File: config.mk
export PLATFORM = sky130hd
export DESIGN_NAME = sram_access_arbiter
export DESIGN_NICKNAME = d
export VERILOG_FILES = /design/src/rtl/sram_access_arbiter.sv
export SDC_FILE = /design/constraint.sdc
export NUM_CORES = 1
export LEC_CHECK = 0
export BUFFER_PORTS_ARGS = -buffer_cell sky130_fd_sc_hd__clkbuf_2
export CAP_MARGIN = 20
export CORE_UTILIZATION = 35
export CTS_CLUSTER_DIAMETER = 120
export DETAILED_ROUTE_END_ITERATION = 10
export SYNTH_ARGS = -nofsm -noshare
export SYNTH_HDL_FRONTEND = slang
export SYNTH_SLANG_ARGS = --single-unit
File: constraint.sdc
create_clock -name clk -period 2.08 [get_ports clk]
set_input_delay 0.312 -clock clk [delete_from_list [all_inputs] [get_ports clk]]
set_output_delay 0.312 -clock clk [all_outputs]
set_load 0.01 [all_outputs]
File: src/rtl/sram_access_arbiter.sv
// -----------------------------------------------------------------------------
// sram_access_arbiter
//
// Shares one external SRAM port between a pixel-read requester (frame fetch)
// and a pixel-write requester (result writeback). One access at a time is
// granted with round-robin priority. During an access the address, write data
// and the strobe are held stable for ACCESS_CYCLES clocks. Read data is
// captured at the end of that window. The granted requester then gets a
// one-cycle acknowledge.
//
// Parameters
//   ADDR_BITS      SRAM address width
//   DATA_BITS      SRAM data width (one RGB pixel)
//   ACCESS_CYCLES  clocks the strobe is held per access, legal range 1..255
//
// Ports
//   clk, n_rst          clock; asynchronous active-low reset
//   enable              1 = new grants allowed; 0 = finish in-flight, stop
//   rd_req/rd_addr      read request channel
//   rd_ack/rd_data      one-cycle read completion pulse and captured data
//   wr_req/wr_addr/
//   wr_data             write request channel
//   wr_ack              one-cycle write completion pulse
//   busy                1 in READ_ACC, WRITE_ACC and ACK
//   address/w_data/
//   read_enable/
//   write_enable        SRAM-side drive (all registered)
//   r_data              SRAM read data
//
// Handshake: a requester raises req with its address (and write data) stable
// and keeps them stable until its ack pulse. At the clock edge that ends the
// ack cycle, it must drop req or present the next request. The FSM always
// passes through ACK and then IDLE, so a stale request is never re-granted.
// -----------------------------------------------------------------------------
module sram_access_arbiter #(
    parameter int ADDR_BITS     = 16,
    parameter int DATA_BITS     = 24,
    parameter int ACCESS_CYCLES = 12
) (
    input  logic                 clk,
    input  logic                 n_rst,
    input  logic                 enable,
    input  logic                 rd_req,
    input  logic [ADDR_BITS-1:0] rd_addr,
    output logic                 rd_ack,
    output logic [DATA_BITS-1:0] rd_data,
    input  logic                 wr_req,
    input  logic [ADDR_BITS-1:0] wr_addr,
    input  logic [DATA_BITS-1:0] wr_data,
    output logic                 wr_ack,
    output logic                 busy,
    output logic [ADDR_BITS-1:0] address,
    output logic [DATA_BITS-1:0] w_data,
    input  logic [DATA_BITS-1:0] r_data,
    output logic                 read_enable,
    output logic                 write_enable
);

    typedef enum logic [1:0] {
        IDLE      = 2'd0,
        READ_ACC  = 2'd1,
        WRITE_ACC = 2'd2,
        ACK       = 2'd3
    } state_t;

    // last_grant encoding: 0 = read was granted last, 1 = write was granted last.
    localparam logic GRANT_RD = 1'b0;
    localparam logic GRANT_WR = 1'b1;

    // Timer value in the final cycle of the access window.
    localparam logic [7:0] LAST_TICK = 8'(ACCESS_CYCLES - 1);

    state_t               state_q, state_d;
    logic [7:0]           timer_q, timer_d;
    logic                 last_grant_q, last_grant_d;
    logic [ADDR_BITS-1:0] address_q, address_d;
    logic [DATA_BITS-1:0] w_data_q, w_data_d;
    logic [DATA_BITS-1:0] rd_data_q, rd_data_d;
    logic                 read_enable_q, read_enable_d;
    logic                 write_enable_q, write_enable_d;
    logic                 rd_ack_q, rd_ack_d;
    logic                 wr_ack_q, wr_ack_d;
    logic                 busy_q, busy_d;

    logic                 grant_rd;
    logic                 grant_wr;

    // -------------------------------------------------------------------------
    // State and output registers
    // -------------------------------------------------------------------------
    always_ff @(posedge clk or negedge n_rst) begin
        if (!n_rst) begin
            state_q        <= IDLE;
            timer_q        <= 8'd0;
            last_grant_q   <= GRANT_WR;   // read wins the first contention
            address_q      <= '0;
            w_data_q       <= '0;
            rd_data_q      <= '0;
            read_enable_q  <= 1'b0;
            write_enable_q <= 1'b0;
            rd_ack_q       <= 1'b0;
            wr_ack_q       <= 1'b0;
            busy_q         <= 1'b0;
        end else begin
            state_q        <= state_d;
            timer_q        <= timer_d;
            last_grant_q   <= last_grant_d;
            address_q      <= address_d;
            w_data_q       <= w_data_d;
            rd_data_q      <= rd_data_d;
            read_enable_q  <= read_enable_d;
            write_enable_q <= write_enable_d;
            rd_ack_q       <= rd_ack_d;
            wr_ack_q       <= wr_ack_d;
            busy_q         <= busy_d;
        end
    end

    // -------------------------------------------------------------------------
    // Grant decision (only meaningful in IDLE)
    // -------------------------------------------------------------------------
    always_comb begin
        grant_rd = 1'b0;
        grant_wr = 1'b0;
        if (state_q == IDLE && enable) begin
            if (rd_req && wr_req) begin
                // Contention: serve the side that did not go last.
                grant_rd = (last_grant_q == GRANT_WR);
                grant_wr = (last_grant_q == GRANT_RD);
            end else begin
                grant_rd = rd_req;
                grant_wr = wr_req;
            end
        end
    end

    // -------------------------------------------------------------------------
    // Next-state and next-output logic
    // -------------------------------------------------------------------------
    always_comb begin
        state_d        = state_q;
        timer_d        = timer_q;
        last_grant_d   = last_grant_q;
        address_d      = address_q;
        w_data_d       = w_data_q;
        rd_data_d      = rd_data_q;
        read_enable_d  = 1'b0;
        write_enable_d = 1'b0;
        rd_ack_d       = 1'b0;
        wr_ack_d       = 1'b0;

        case (state_q)
            IDLE: begin
                if (grant_rd) begin
                    address_d     = rd_addr;
                    read_enable_d = 1'b1;
                    timer_d       = 8'd0;
                    last_grant_d  = GRANT_RD;
                    state_d       = READ_ACC;
                end else if (grant_wr) begin
                    address_d      = wr_addr;
                    w_data_d       = wr_data;
                    write_enable_d = 1'b1;
                    timer_d        = 8'd0;
                    last_grant_d   = GRANT_WR;
                    state_d        = WRITE_ACC;
                end
            end

            READ_ACC: begin
                timer_d = timer_q + 8'd1;
                if (timer_q == LAST_TICK) begin
                    // Closing edge of the window: capture data, drop the strobe.
                    rd_data_d = r_data;
                    rd_ack_d  = 1'b1;
                    state_d   = ACK;
                end else begin
                    read_enable_d = 1'b1;
                end
            end

            WRITE_ACC: begin
                timer_d = timer_q + 8'd1;
                if (timer_q == LAST_TICK) begin
                    wr_ack_d = 1'b1;
                    state_d  = ACK;
                end else begin
                    write_enable_d = 1'b1;
                end
            end

            ACK: begin
                state_d = IDLE;
            end

            default: begin
                state_d = IDLE;
            end
        endcase

        busy_d = (state_d != IDLE);
    end

    assign rd_ack       = rd_ack_q;
    assign rd_data      = rd_data_q;
    assign wr_ack       = wr_ack_q;
    assign busy         = busy_q;
    assign address      = address_q;
    assign w_data       = w_data_q;
    assign read_enable  = read_enable_q;
    assign write_enable = write_enable_q;

endmodule
After elaboration in Yosys (flattened, before gate mapping)
Cells that the tools add are included.
{ "word_totals": {"ff_bits": 80, "in_bits": 85, "output_inout_bits": 69} }
{ "classes": {"add_sub_neg": 1, "n_eq_ne": 5, "n_mux": 24, "n_bitwise": 2, "n_reduce_logical": 11} }
{ "ops": {"columns": ["operator", "count"], "rows": [
  ["16-bit 2-to-1 mux", 2],
  ["8-bit 2-to-1 mux", 2],
  ["8-bit one-hot mux with 2 select lines", 1],
  ["1-bit 2-to-1 mux", 13],
  ["8-bit by 1-bit adder with 8-bit output (second input constant)", 1],
  ["8-bit by 4-bit equality test with 1-bit output (second input constant)", 1],
  ["2-bit 2-to-1 mux", 3],
  ["2-bit one-hot mux with 3 select lines", 1],
  ["2-bit AND reduction", 3],
  ["2-bit nonzero test", 3],
  ["2-bit equality test (second input constant)", 2],
  ["1-bit one-hot mux with 2 select lines", 2],
  ["3-bit inequality test (second input constant)", 1],
  ["3-bit AND reduction", 1],
  ["2-bit by 1-bit equality test with 1-bit output (second input constant)", 1],
  ["1-bit logical AND", 2],
  ["2-bit logical NOT", 1],
  ["1-bit NOT", 2],
  ["2-bit OR reduction", 1]
]} }

Longest topological paths before layout
{ "logic_depth": {"depth_word": 7, "ltp_mapped": 8, "depth_no_buf": 6} }

Worst setup path after synthesis
OpenSTA, ideal clock, no wires.
{ "synth_timing": {"kind": "register to register", "startpoint": "register timer_q[4]", "endpoint": "register rd_data_q[10], in the netlist rd_data[10]", "setup_ps": 125, "t_arrival_ps": 1801, "required_time_ps": 1955, "slack_ps": 154, "path_stages_with_launch": 6, "path_buffers": 1, "synth_period_minus_slack_ps": 1926, "cell_sequence": "dfrtp_1 > or4_4 > nor3_4 > nand2_4 > buf_6 > mux2_4"} }
{ "synth_between": {"elab_chain_len": 2} }
{ "synth_lines": {"columns": ["element", "line_no", "source"], "rows": [
  ["from (decl)", "74", "logic [7:0] timer_q, timer_d;"],
  ["from (signal assigned)", "106", "timer_q <= timer_d;"],
  ["8-bit by 4-bit equality test with 1-bit output", "172", "if (timer_q == LAST_TICK) begin"],
  ["2-bit AND reduction (no source line)", null, null],
  ["to (signal assigned)", "110", "rd_data_q <= rd_data_d;"],
  ["to (decl)", "78", "logic [DATA_BITS-1:0] rd_data_q, rd_data_d;"]
]} }
No other way between the ends.
A chain may end at the register's enable or synchronous reset.

Final worst setup path
{ "layout_timing": {"startpoint": "register timer_q[5]", "endpoint": "register rd_data_q[10], in the netlist rd_data[10]"} }
Same word-level chain as after synthesis.

==> flow_summary.ini <==
[yosys]
synth_area_um2 = 3400
synthArstFlopShare_pct = 100
yosysMostFrequentCell = dfrtp_1
syn_inst = 241
syn-mean-instance-area_um2 = 14.1
seq_area_frac_synth_pct = 58.9
synthTopCellsByArea = dfrtp_1, mux2_2, mux2_4
yosysUniqueCellTypes = 34
ys_warn_count = 0
synth_nets = 331
synth_seq_cells = 80
synth_top_area_share_pct = 58.1
yosys.area.top_type = dfrtp_1
synth_edf_count = 0
synth_commonest_cells = dfrtp_1, mux2_2, mux2_4, a221o_1, nor3b_1
synth_ff_type = dfrtp_1

[routing]
vias_per_cell = 4.72
drtIter0Drc = 106
wl_per_cell_um = 13.6
drtAntennaViolNets = 0
wl_um = 7280
drt_first_pass_iters = 4
drcViolationCount = 0
vias = 2529

[timing]
timing.fmax_mhz = 509
worst_pin_slew_ps = 343
clock_skew_ps = 11.0
relSlewSlack_pct = 77.0
slew_violations = 0
min_period_ps = 1970
fin_tns_setup_ps = 0
rsz0062_at_grt = no
setup_violations = 0
fin_crit_sh_pct = 94.5
hold_viol = 0

[floorplan]
io_pins = 154
fp.dieW_um = 101
placementRows = 35
die_area_um2 = 10100
start_util_pct = 36.5
die_h_um = 101
coreArea_um2 = 9330

[grt]
antenna_found_initial = 0
grt_pass1_wl_um = 12000
grt_use_total_pct = 15.3
grt_pass1_vias = 2494
grt_overflow = 0
grt_max_degree = 61

[layout]
multi_input_area_um2 = 1330
drive_above_1_share_pct = 57.2
antenna_cells = 0
nets = 492
syn_to_final_growth_pct = 35.7
seqCellArea_um2 = 2000
n_fill_cell = 859
final_area_um2 = 4620

[power_and_ir_drop]
pwr_density_cell_nw_per_um2 = 1240
vdd_drop_max_mv = 0.454
p_leak_nw = 2.32

[critical_path]
slowest_stage = or4_4
cpPeakStageDelay_ps = 550
crit_start = timer_q[5]
end_kind = flip-flop
reg2reg_depth = 4
crit_chain = or4_4 -> nor3_4 -> nand2_8 -> mux2_4
rrSetupSlack_ps = 110
r2r_end = rd_data[10]
worstSetupPathType = reg2reg
rr_startpoint = timer_q[5]
endpoint = rd_data[10]
cp.arrival_ps = 2200
start_kind = flip-flop
required_ps = 2320
cp_max_fo = 25

[placed_design]
place_area_um2 = 4380
dp.final_hpwl_um = 5280
portBuffers = 153
gp_congestion = 0.737

[status]
status = finished clean

[clock_tree]
htree_num_levels = 3
clockRootBuffer = clkbuf_8
cts_made_buffers = 9
cts_post_setup_buffers_inserted = 0
cts.sinks = 80
clock_path_buffers = 2
worstSkewPairLatency_ps = 350
cts_tree = built
path_clk_slew_ps = 90

[worst_hold_path]
hold_path_class = in2reg

[flow_run]
maxCapViolations = 0
sequential cells by signal, indices dropped and copies added, names as in the netlist:
register	cells
wr_ack	1
rd_data	24
write_enable	1
busy	1
w_data	24
address	16
last_grant_q	1
rd_ack	1
read_enable	1
state_q	2
timer_q	8
power by group:
| part | switching [mW] | internal (mW) | total (mW) |
|---|---|---|---|
| Combinational | 1.05 | 1.09 | 2.14 |
| Clock | 0.613 | 0.578 | 1.19 |
| Sequential | 0.305 | 2.11 | 2.42 |
kinds of logic (layout without fill, tap and decap cells):
group / Yosys count / after routing / synth area share (%)
buffers and inverters: 20 / 186 / 2.68
DFF: 80 / 80 / 58.9
muxes: 50 / 50 / 18.6
xor gates and xnor gates: 3 / 3 / 0.772
AOI/OAI and AO/OA: 40 / 40 / 9.27
and+or+nand+nor: 43 / 43 / 7.98
adders and majority gates: 5 / 5 / 1.84
cells in the final DEF (no fill, tap or decap), drive strengths merged, types with 2 or more instances in the layout:
master and instances:
o21ai 7, a221oi 2, ha 5, a21oi 4
a211oi 2, a221o 16, inv 10, mux2 48
nand2 7, nand3 6, mux2i 2, clkbuf 161
nand2b 2, o31ai 3, xnor2 3, nor2 6
a21o 3, nor3b 16, dfrtp 79, buf 11
and2 2
worst max-delay path, delay by kind of cell, from the launching register on:
kind	cells	cell delay [ps]
flops	1	450
mux	1	350
simple gates	3	1030
layout make-up:
cell class / instances / share of cell area [%]
clock inverters: 7 / 1.82
inverters: 6 / 0.488
flip-flops and latches: 80 / 43.4
well taps: 129 / 3.50
multi-input cells: 141 / 28.8
clock buffers: 9 / 2.68
repair buffers: 164 / 19.3
how the worst min path moves through the flow:
stage / slack [ps] / start / cells past startpoint / endpoint
after floorplan: 20 / n_rst / 0 / address[0]
after global placement: 220 / n_rst / 1 / w_data[1]
final: 180 / r_data[17] / 2 / rd_data[17]
after global routing: 160 / r_data[20] / 2 / rd_data[20]
after detailed placement: 220 / n_rst / 1 / w_data[1]
after CTS: 160 / wr_data[9] / 2 / w_data[9]
timing repair:
action	in CTS	in global routing
endpoints found under the hold margin	20	0
gates resized for setup	0	2
setup endpoints to repair	0	23
hold buffers	1	0
through the flow:
step           hold slack (ps)  total power [mW]  setup slack (ps)  utilization (%)  std cells
3_3_place_gp               217              4.55               123             47.0        519
6_report                   181              5.74               115             49.5        536
4_1_cts                    162              5.81              49.4             49.3        536
2_1_floorplan             16.4              3.67               154                -        241
5_1_grt                    156              6.17              7.69             49.5        536
3_5_place_dp               224              4.58              74.8             47.0        519
routing by layer:
layer	vias up	global-route usage (%)	wire length, µm	part of all wire [%]
met4	0	7.47	161	2.2
li1	1210	-	-	-
met1	1217	19.0	3140	43
met3	13	3.61	442	6.1
met5	-	0	0	0
met2	89	24.9	3530	48
Note: power is estimated with default switching activity, not from simulation.
